--- config.mk ---
export PLATFORM = sky130hd
export DESIGN_NAME = mmio_uart
export DESIGN_NICKNAME = d
export VERILOG_FILES = /design/src/rtl/mmio_uart.sv
export SDC_FILE = /design/constraint.sdc
export NUM_CORES = 1
export LEC_CHECK = 0
export CELL_PAD_IN_SITES_DETAIL_PLACEMENT = 1
export CELL_PAD_IN_SITES_GLOBAL_PLACEMENT = 1
export CORE_ASPECT_RATIO = 0.8
export CORE_MARGIN = 2
export CORE_UTILIZATION = 40
export DETAILED_ROUTE_END_ITERATION = 16
export PLACE_DENSITY = 0.67
export SYNTH_ARGS = -nofsm -noshare
export SYNTH_HDL_FRONTEND = slang
export SYNTH_SLANG_ARGS = --single-unit
--- constraint.sdc ---
create_clock -name clk -period 4.1 [get_ports clk]
set_clock_uncertainty 0.2 [all_clocks]
set_input_delay 0.41 -clock clk [delete_from_list [all_inputs] [get_ports clk]]
set_output_delay 0.41 -clock clk [all_outputs]
set_load 0.02 [all_outputs]
--- src/rtl/mmio_uart.sv ---
// ============================================================================
// Module   : mmio_uart
// Brief    : MMIO UART with TX/RX byte FIFOs, STATUS register, sticky errors.
//            Define MMIO_UART_PARITY_EN for 8E1 framing (default is 8N1).
// Revision : 1.0
// ============================================================================
`default_nettype none

module mmio_uart #(
    parameter int CLKS_PER_BIT = 434,
    parameter int FIFO_DEPTH   = 16
) (
    input  logic        clk,
    input  logic        rst,
    input  logic [31:0] addr,
    input  logic [31:0] wdata,
    input  logic        we,
    input  logic        re,
    output logic [31:0] rdata,
    input  logic        uart_rx,
    output logic        uart_tx
);

    localparam int c_PW = $clog2(FIFO_DEPTH);
    localparam int c_TW = $clog2(CLKS_PER_BIT);
    localparam logic [c_TW-1:0] c_TICK_LAST = c_TW'(CLKS_PER_BIT - 1);
    localparam logic [c_TW-1:0] c_TICK_HALF = c_TW'(CLKS_PER_BIT / 2 - 1);
    localparam logic [c_PW:0]   c_FULL      = (c_PW + 1)'(FIFO_DEPTH);

    typedef enum logic [2:0] {
        S_IDLE   = 3'd0,
        S_START  = 3'd1,
        S_DATA   = 3'd2,
`ifdef MMIO_UART_PARITY_EN
        S_PARITY = 3'd3,
`endif
        S_STOP   = 3'd4
    } state_t;

    logic w_sel_data, w_sel_stat;
    assign w_sel_data = (addr[3:2] == 2'd0);
    assign w_sel_stat = (addr[3:2] == 2'd1);

    logic w_unused;
    assign w_unused = ^{addr[31:4], addr[1:0], wdata[31:9]};

    // ---------------- TX FIFO ----------------
    logic [7:0]      r_tx_mem [FIFO_DEPTH];
    logic [c_PW-1:0] r_tx_wp, r_tx_rp;
    logic [c_PW:0]   r_tx_cnt;
    logic w_tx_full, w_tx_empty, w_tx_wr, w_tx_push, w_tx_pop;

    assign w_tx_full  = (r_tx_cnt == c_FULL);
    assign w_tx_empty = (r_tx_cnt == '0);
    assign w_tx_wr    = we && w_sel_data;
    assign w_tx_push  = w_tx_wr && (!w_tx_full || w_tx_pop);

    always_ff @(posedge clk) begin
        if (w_tx_push) r_tx_mem[r_tx_wp] <= wdata[7:0];
    end

    always_ff @(posedge clk) begin
        if (rst) begin
            r_tx_wp  <= '0;
            r_tx_rp  <= '0;
            r_tx_cnt <= '0;
        end else begin
            if (w_tx_push) r_tx_wp <= r_tx_wp + 1'b1;
            if (w_tx_pop)  r_tx_rp <= r_tx_rp + 1'b1;
            if (w_tx_push && !w_tx_pop)      r_tx_cnt <= r_tx_cnt + 1'b1;
            else if (w_tx_pop && !w_tx_push) r_tx_cnt <= r_tx_cnt - 1'b1;
        end
    end

    // ---------------- TX FSM ----------------
    state_t          r_tx_state, w_tx_next;
    logic [c_TW-1:0] r_tx_tick;
    logic [2:0]      r_tx_bit;
    logic [7:0]      r_tx_shift;
    logic            w_tx_bit_end, w_tx_line;
`ifdef MMIO_UART_PARITY_EN
    logic            r_tx_par;
`endif

    assign w_tx_bit_end = (r_tx_tick == c_TICK_LAST);
    assign uart_tx      = w_tx_line;

    // Reloading from STOP keeps back-to-back frames gap-free.
    always_comb begin
        w_tx_next = r_tx_state;
        w_tx_pop  = 1'b0;
        w_tx_line = 1'b1;
        case (r_tx_state)
            S_IDLE: begin
                if (!w_tx_empty) begin
                    w_tx_pop  = 1'b1;
                    w_tx_next = S_START;
                end
            end
            S_START: begin
                w_tx_line = 1'b0;
                if (w_tx_bit_end) w_tx_next = S_DATA;
            end
            S_DATA: begin
                w_tx_line = r_tx_shift[0];
`ifdef MMIO_UART_PARITY_EN
                if (w_tx_bit_end && r_tx_bit == 3'd7) w_tx_next = S_PARITY;
            end
            S_PARITY: begin
                w_tx_line = r_tx_par;
                if (w_tx_bit_end) w_tx_next = S_STOP;
`else
                if (w_tx_bit_end && r_tx_bit == 3'd7) w_tx_next = S_STOP;
`endif
            end
            S_STOP: begin
                if (w_tx_bit_end) begin
                    if (!w_tx_empty) begin
                        w_tx_pop  = 1'b1;
                        w_tx_next = S_START;
                    end else begin
                        w_tx_next = S_IDLE;
                    end
                end
            end
            default: w_tx_next = S_IDLE;
        endcase
    end

    always_ff @(posedge clk) begin
        if (rst) begin
            r_tx_state <= S_IDLE;
            r_tx_tick  <= '0;
            r_tx_bit   <= 3'd1;
            r_tx_shift <= '0;
`ifdef MMIO_UART_PARITY_EN
            r_tx_par   <= 1'b0;
`endif
        end else begin
            r_tx_state <= w_tx_next;
            if (w_tx_pop) begin
                r_tx_shift <= r_tx_mem[r_tx_rp];
`ifdef MMIO_UART_PARITY_EN
                r_tx_par   <= ^r_tx_mem[r_tx_rp];
`endif
                r_tx_tick  <= '0;
            end else if (r_tx_state != S_IDLE) begin
                if (w_tx_bit_end) begin
                    r_tx_tick <= '0;
                    if (r_tx_state == S_START) r_tx_bit <= 3'd0;
                    if (r_tx_state == S_DATA) begin
                        r_tx_shift <= r_tx_shift >> 1;
                        r_tx_bit   <= r_tx_bit + 1'b1;
                    end
                end else begin
                    r_tx_tick <= r_tx_tick + 1'b1;
                end
            end
        end
    end

    // ---------------- RX synchroniser ----------------
    logic r_rx_s1, r_rx_s2, r_rx_prev;
    always_ff @(posedge clk) begin
        if (rst) begin
            {r_rx_s1, r_rx_s2, r_rx_prev} <= 3'b111;
        end else begin
            r_rx_s1   <= uart_rx;
            r_rx_s2   <= r_rx_s1;
            r_rx_prev <= r_rx_s2;
        end
    end

    // ---------------- RX FIFO ----------------
    logic [7:0]      r_rx_mem [FIFO_DEPTH];
    logic [c_PW-1:0] r_rx_wp, r_rx_rp;
    logic [c_PW:0]   r_rx_cnt;
    logic [7:0]      r_rx_shift;
    logic w_rx_full, w_rx_empty, w_rx_push, w_rx_pop, w_rx_deliver;

    assign w_rx_full  = (r_rx_cnt == c_FULL);
    assign w_rx_empty = (r_rx_cnt == '0);
    assign w_rx_pop   = re && w_sel_data && !w_rx_empty;
    assign w_rx_push  = w_rx_deliver && (!w_rx_full || w_rx_pop);

    always_ff @(posedge clk) begin
        if (w_rx_push) r_rx_mem[r_rx_wp] <= r_rx_shift;
    end

    always_ff @(posedge clk) begin
        if (rst) begin
            r_rx_wp  <= '0;
            r_rx_rp  <= '0;
            r_rx_cnt <= '0;
        end else begin
            if (w_rx_push) r_rx_wp <= r_rx_wp + 1'b1;
            if (w_rx_pop)  r_rx_rp <= r_rx_rp + 1'b1;
            if (w_rx_push && !w_rx_pop)      r_rx_cnt <= r_rx_cnt + 1'b1;
            else if (w_rx_pop && !w_rx_push) r_rx_cnt <= r_rx_cnt - 1'b1;
        end
    end

    // ---------------- RX FSM ----------------
    state_t          r_rx_state, w_rx_next;
    logic [c_TW-1:0] r_rx_tick;
    logic [2:0]      r_rx_bit;
    logic            w_rx_sample, w_rx_stop_evt, w_rx_ferr_set;
`ifdef MMIO_UART_PARITY_EN
    logic            r_rx_par_bad;
`endif

    // Start bit is checked at mid-bit; later samples fall a full bit apart.
    assign w_rx_sample = (r_rx_state == S_START) ? (r_rx_tick == c_TICK_HALF)
                                                 : (r_rx_tick == c_TICK_LAST);

    always_comb begin
        w_rx_next     = r_rx_state;
        w_rx_stop_evt = 1'b0;
        case (r_rx_state)
            S_IDLE:  if (r_rx_prev && !r_rx_s2) w_rx_next = S_START;
            S_START: if (w_rx_sample) w_rx_next = r_rx_s2 ? S_IDLE : S_DATA;
`ifdef MMIO_UART_PARITY_EN
            S_DATA:   if (w_rx_sample && r_rx_bit == 3'd7) w_rx_next = S_PARITY;
            S_PARITY: if (w_rx_sample) w_rx_next = S_STOP;
`else
            S_DATA:   if (w_rx_sample && r_rx_bit == 3'd7) w_rx_next = S_STOP;
`endif
            S_STOP: begin
                if (w_rx_sample) begin
                    w_rx_stop_evt = 1'b1;
                    w_rx_next     = S_IDLE;
                end
            end
            default: w_rx_next = S_IDLE;
        endcase
    end

    assign w_rx_ferr_set = w_rx_stop_evt && !r_rx_s2;
`ifdef MMIO_UART_PARITY_EN
    assign w_rx_deliver  = w_rx_stop_evt && r_rx_s2 && !r_rx_par_bad;
`else
    assign w_rx_deliver  = w_rx_stop_evt && r_rx_s2;
`endif

    always_ff @(posedge clk) begin
        if (rst) begin
            r_rx_state   <= S_IDLE;
            r_rx_tick    <= '0;
            r_rx_bit     <= 3'd1;
            r_rx_shift   <= '0;
`ifdef MMIO_UART_PARITY_EN
            r_rx_par_bad <= 1'b0;
`endif
        end else begin
            r_rx_state <= w_rx_next;
            if (r_rx_state == S_IDLE) begin
                r_rx_tick <= '0;
            end else if (w_rx_sample) begin
                r_rx_tick <= '0;
                if (r_rx_state == S_START) r_rx_bit <= 3'd0;
                if (r_rx_state == S_DATA) begin
                    r_rx_shift <= {r_rx_s2, r_rx_shift[7:1]};
                    r_rx_bit   <= r_rx_bit + 1'b1;
                end
`ifdef MMIO_UART_PARITY_EN
                if (r_rx_state == S_PARITY) r_rx_par_bad <= (^r_rx_shift) ^ r_rx_s2;
`endif
            end else begin
                r_rx_tick <= r_rx_tick + 1'b1;
            end
        end
    end

    // ---------------- Sticky status (set wins over clear) ----------------
    logic r_rx_ovr, r_ferr, r_tx_ovf, w_clr, w_perr_bit;
    assign w_clr = we && w_sel_stat;

    always_ff @(posedge clk) begin
        if (rst) begin
            r_rx_ovr <= 1'b0;
            r_ferr   <= 1'b0;
            r_tx_ovf <= 1'b0;
        end else begin
            r_rx_ovr <= (w_rx_deliver && w_rx_full && !w_rx_pop) | (r_rx_ovr & ~(w_clr & wdata[4]));
            r_ferr   <= w_rx_ferr_set | (r_ferr & ~(w_clr & wdata[5]));
            r_tx_ovf <= (w_tx_wr && w_tx_full && !w_tx_pop) | (r_tx_ovf & ~(w_clr & wdata[8]));
        end
    end

`ifdef MMIO_UART_PARITY_EN
    logic r_perr;
    always_ff @(posedge clk) begin
        if (rst) r_perr <= 1'b0;
        else     r_perr <= (w_rx_stop_evt && r_rx_par_bad) | (r_perr & ~(w_clr & wdata[7]));
    end
    assign w_perr_bit = r_perr;
`else
    assign w_perr_bit = 1'b0;
`endif

    always_comb begin
        rdata = '0;
        case (addr[3:2])
            2'd0: if (!w_rx_empty) rdata = {24'b0, r_rx_mem[r_rx_rp]};
            2'd1: rdata = {23'b0, r_tx_ovf, w_perr_bit, (r_tx_state != S_IDLE), r_ferr,
                           r_rx_ovr, w_rx_full, !w_rx_empty, w_tx_empty, w_tx_full};
            default: rdata = '0;
        endcase
    end

endmodule

`default_nettype wire

==> flow_metrics.py <==
metrics = {
    "clock_tree": {
        "path_clk_slew_ns": 0.06,
        "cts_tree": "done",
        "cts_root_buffer": "clkbuf_16",
        "clock_path_buffers": 3,
        "postCtsSetupBuffers": 0,
        "worstSkewPairLatency_ns": 0.53,
        "h-tree-depth": 2,
        "cts_buffers": 37,
        "cts_sinks": 342,
    },
    "drt": {
        "drc_errors": 0,
        "wl_per_cell_um": 21.2,
        "initialDrtViolationCount": 695,
        "antenna_left": 0,
        "via_per_inst": 5.31,
        "drt-total-wl_um": 31800,
        "first_pass_iters": 5,
        "vias": 7977,
    },
    "timing": {
        "slew_violations": 0,
        "relSlewSlack": 0.374,
        "hold_violations": 0,
        "layout_min_cycle_time_ns": 3.85,
        "setup_ws_ns": 0.246,
        "setup_tns_ns": 0,
        "rsz0062_at_grt": "no",
        "setup_violations": 0,
        "max_freq_mhz": 259,
        "worst_pin_slew_ns": 0.938,
        "timing.final.crit_share": 0.940,
    },
    "global_route": {
        "grt_pass1_vias": 8441,
        "grt-ovfl-total": 0,
        "antenna_found_initial": 0,
        "grt_max_degree": 46,
        "grt_pass1_wl_um": 50200,
        "grt_use_total": 0.175,
    },
    "worst_hold_path": {
        "min-delay-path-class": "in2reg",
        "hold-path-cell-count": 2,
        "min_to": "r_tx_cnt[1]",
        "hold_start": "rst",
    },
    "yosys": {
        "synthXorXnorAreaFrac": 0.0185,
        "yosys.area_share.adder": 0.0257,
        "yosysWarnings": 0,
        "yosys.area.top_type_share": 0.540,
        "synth-simple-area-share": 0.0918,
        "synth_cell_types": 67,
        "synth_top_area_cell": "edfxtp_1",
        "synth-edff-count": 256,
        "async_flop_share": 0,
        "ys_seq_area_frac": 0.661,
        "syn_inst": 946,
        "synth_area_mm2": 0.0142,
        "synth_top_family_by_area": "multiplexers",
        "synth_seq_cells": 342,
        "ys.flop_type": "edfxtp_1",
        "synthMuxAreaShare": 0.124,
        "syn_avg_cell_area_um2": 15.0,
        "synth_area_leaders": "edfxtp_1 (54%), dfxtp_1 (12%), mux4_2 (9.7%), nor2_1 (2.5%), ha_1 (2.3%)",
        "synth-compound-area-share": 0.0479,
    },
    "place": {
        "dp_hpwl_um": 21100,
        "port_buffers": 25,
        "placed_cell_area_mm2": 0.0151,
        "preCtsSetupSlack_ns": 0.277,
        "place_congestion": 0.753,
    },
    "flow_run": {
        "drv_cap": 0,
    },
    "floorplanning": {
        "dieArea_mm2": 0.0371,
        "core_area_mm2": 0.0349,
        "initial_core_util": 0.408,
        "row_count": 61,
        "fp.dieH_um": 173,
        "ios": 102,
        "die_x_um": 215,
    },
    "power_and_ir_drop": {
        "internal-power_mw": 6.14,
        "power_frac_seq": 0.482,
        "cellPowerDensity_mw_per_mm2": 500,
        "cellLeakagePower_nw": 5.44,
        "vdd_drop_max_mv": 0.366,
        "switching_share": 0.245,
        "p_comb_frac": 0.115,
        "power.switching_mw": 1.99,
        "p_clk_frac": 0.403,
    },
    "worst_setup_path": {
        "critPathKind": "reg2out",
        "slowest_delay_ns": 0.89,
        "reg2reg_to": "r_rx_cnt[4]",
        "worstPathCellList": "buf_4 > mux4_2 > mux4_2 > and2_1 > clkdlybuf4s50_1",
        "crit_arrival_ns": 3.24,
        "r2r_setup_slack_ns": 0.44,
        "slowest_stage": "dfxtp_1",
        "endpoint_kind": "primary output",
        "cpMostUsedCell": "mux4_2",
        "cp-start-kind": "register",
        "r2r-start": "r_rx_state[0]",
        "r2r_cells": 11,
        "worstPathMaxFanout": 15,
        "path_buf_inv": 2,
        "cp.required_ns": 3.49,
        "critPathTopFamily": "flip-flops",
    },
    "finish": {
        "area_delta_synth_final_pct": 14.3,
        "fin_nets": 1097,
        "antenna_cells": 0,
        "mostFrequentLayoutCell": "edfxtp_1",
        "drive_gt1_frac": 0.171,
        "layout_common_cells": "edfxtp_1 (256), nor2_1 (94), dfxtp_1 (83)",
        "final_cell_area_mm2": 0.0163,
    },
    "outcome": {
        "status": "finished, final reports clean",
    },
}
[power groups by stage]
| stage | Sequential, mW | Combinational (mW) | Clock (mW) |
|---|---|---|---|
| after floorplan | 3.89 | 0.771 | 0 |
| after global placement | 3.99 | 0.936 | 0 |
| after detailed placement | 3.99 | 0.944 | 0 |
| after CTS | 3.92 | 0.949 | 3.36 |
| after global routing | 3.93 | 1.04 | 3.50 |
| final | 3.92 | 0.937 | 3.28 |
[cells by family after synthesis]
| logic type | Yosys count |
|---|---|
| fa+ha+maj | 28 |
| compound gates | 104 |
| buf+inv | 86 |
| other cells | 1 |
| simple gates | 256 |
| mux | 99 |
| xor+xnor | 30 |
| flops | 342 |
[routing by layer]
metal | routed length, um | track usage | up-vias
li1 | - | - | 3680
met1 | 15500 | 0.263 | 4096
met2 | 14300 | 0.260 | 152
met3 | 1340 | 0.0338 | 49
met4 | 676 | 0.0469 | 0
met5 | 0 | 0 | -
[cell usage after synthesis (5+ instances only)]
| library cell | n |
|---|---|
| dfxtp_1 | 86 |
| a211oi_1 | 7 |
| nor3_1 | 18 |
| xor2_1 | 15 |
| nor2b_1 | 13 |
| a21oi_1 | 48 |
| xnor2_1 | 15 |
| buf_2 | 11 |
| ha_1 | 26 |
| o221ai_1 | 5 |
| inv_1 | 19 |
| buf_4 | 26 |
| o21ai_0 | 6 |
| mux2_2 | 8 |
| and3_1 | 21 |
| nand2_1 | 31 |
| nand3_1 | 27 |
| mux4_2 | 61 |
| mux2i_1 | 30 |
| clkbuf_1 | 28 |
| edfxtp_1 | 256 |
| nor2_1 | 94 |
| nand2b_1 | 9 |
| or3_1 | 8 |
[cell type report]
class | count | area [um^2]
sequential | 342 | 9420
timing repair buffer | 60 | 533
inverter | 19 | 71.3
fill | 3439 | 18600
multi-input combinational | 540 | 4470
tap | 472 | 591
clock inverter | 20 | 193
clock buffer | 48 | 998
[per-stage QoR]
| step | util | std cells | power, mW | hold WS, ns |
|---|---|---|---|---|
| floorplan | - | 968 | 4.66 | 0.189 |
| global placement | 0.432 | 1433 | 4.93 | 0.201 |
| detailed placement | 0.432 | 1433 | 4.94 | 0.209 |
| CTS | 0.466 | 1501 | 8.23 | 0.0590 |
| global route | 0.466 | 1501 | 8.48 | 0.0710 |
| finish | 0.466 | 1501 | 8.13 | 0.0798 |
[flip-flops by register name (all words and copies together), names as in the netlist, 3 cells and up, named ones only]
signal and cells:
r_rx_tick 9, r_rx_mem 128, r_tx_rp 4, r_rx_wp 4, r_rx_rp 4, r_tx_mem 128
r_rx_state 3, r_tx_shift 8, r_rx_shift 8, r_tx_cnt 5, r_tx_bit 3, r_rx_bit 3
r_tx_tick 9, r_tx_state 3, r_tx_wp 4, r_rx_cnt 5
[worst max path at each step]
stage	end	slack, ns	cells after the start
3_3_place_gp	r_tx_cnt[4]	0.33	13
4_1_cts	rdata[1]	0.12	6
3_5_place_dp	r_rx_cnt[4]	0.28	12
6_report	rdata[7]	0.25	5
5_1_grt	rdata[7]	0.1	5
2_1_floorplan	r_rx_cnt[4]	0.75	12
[what timing repair did]
action                     in CTS  in global routing
hold buffers                    0                  0
setup endpoints to repair       0                  1
resized for setup               0                  1
Note: power is estimated with default switching activity, not from simulation.
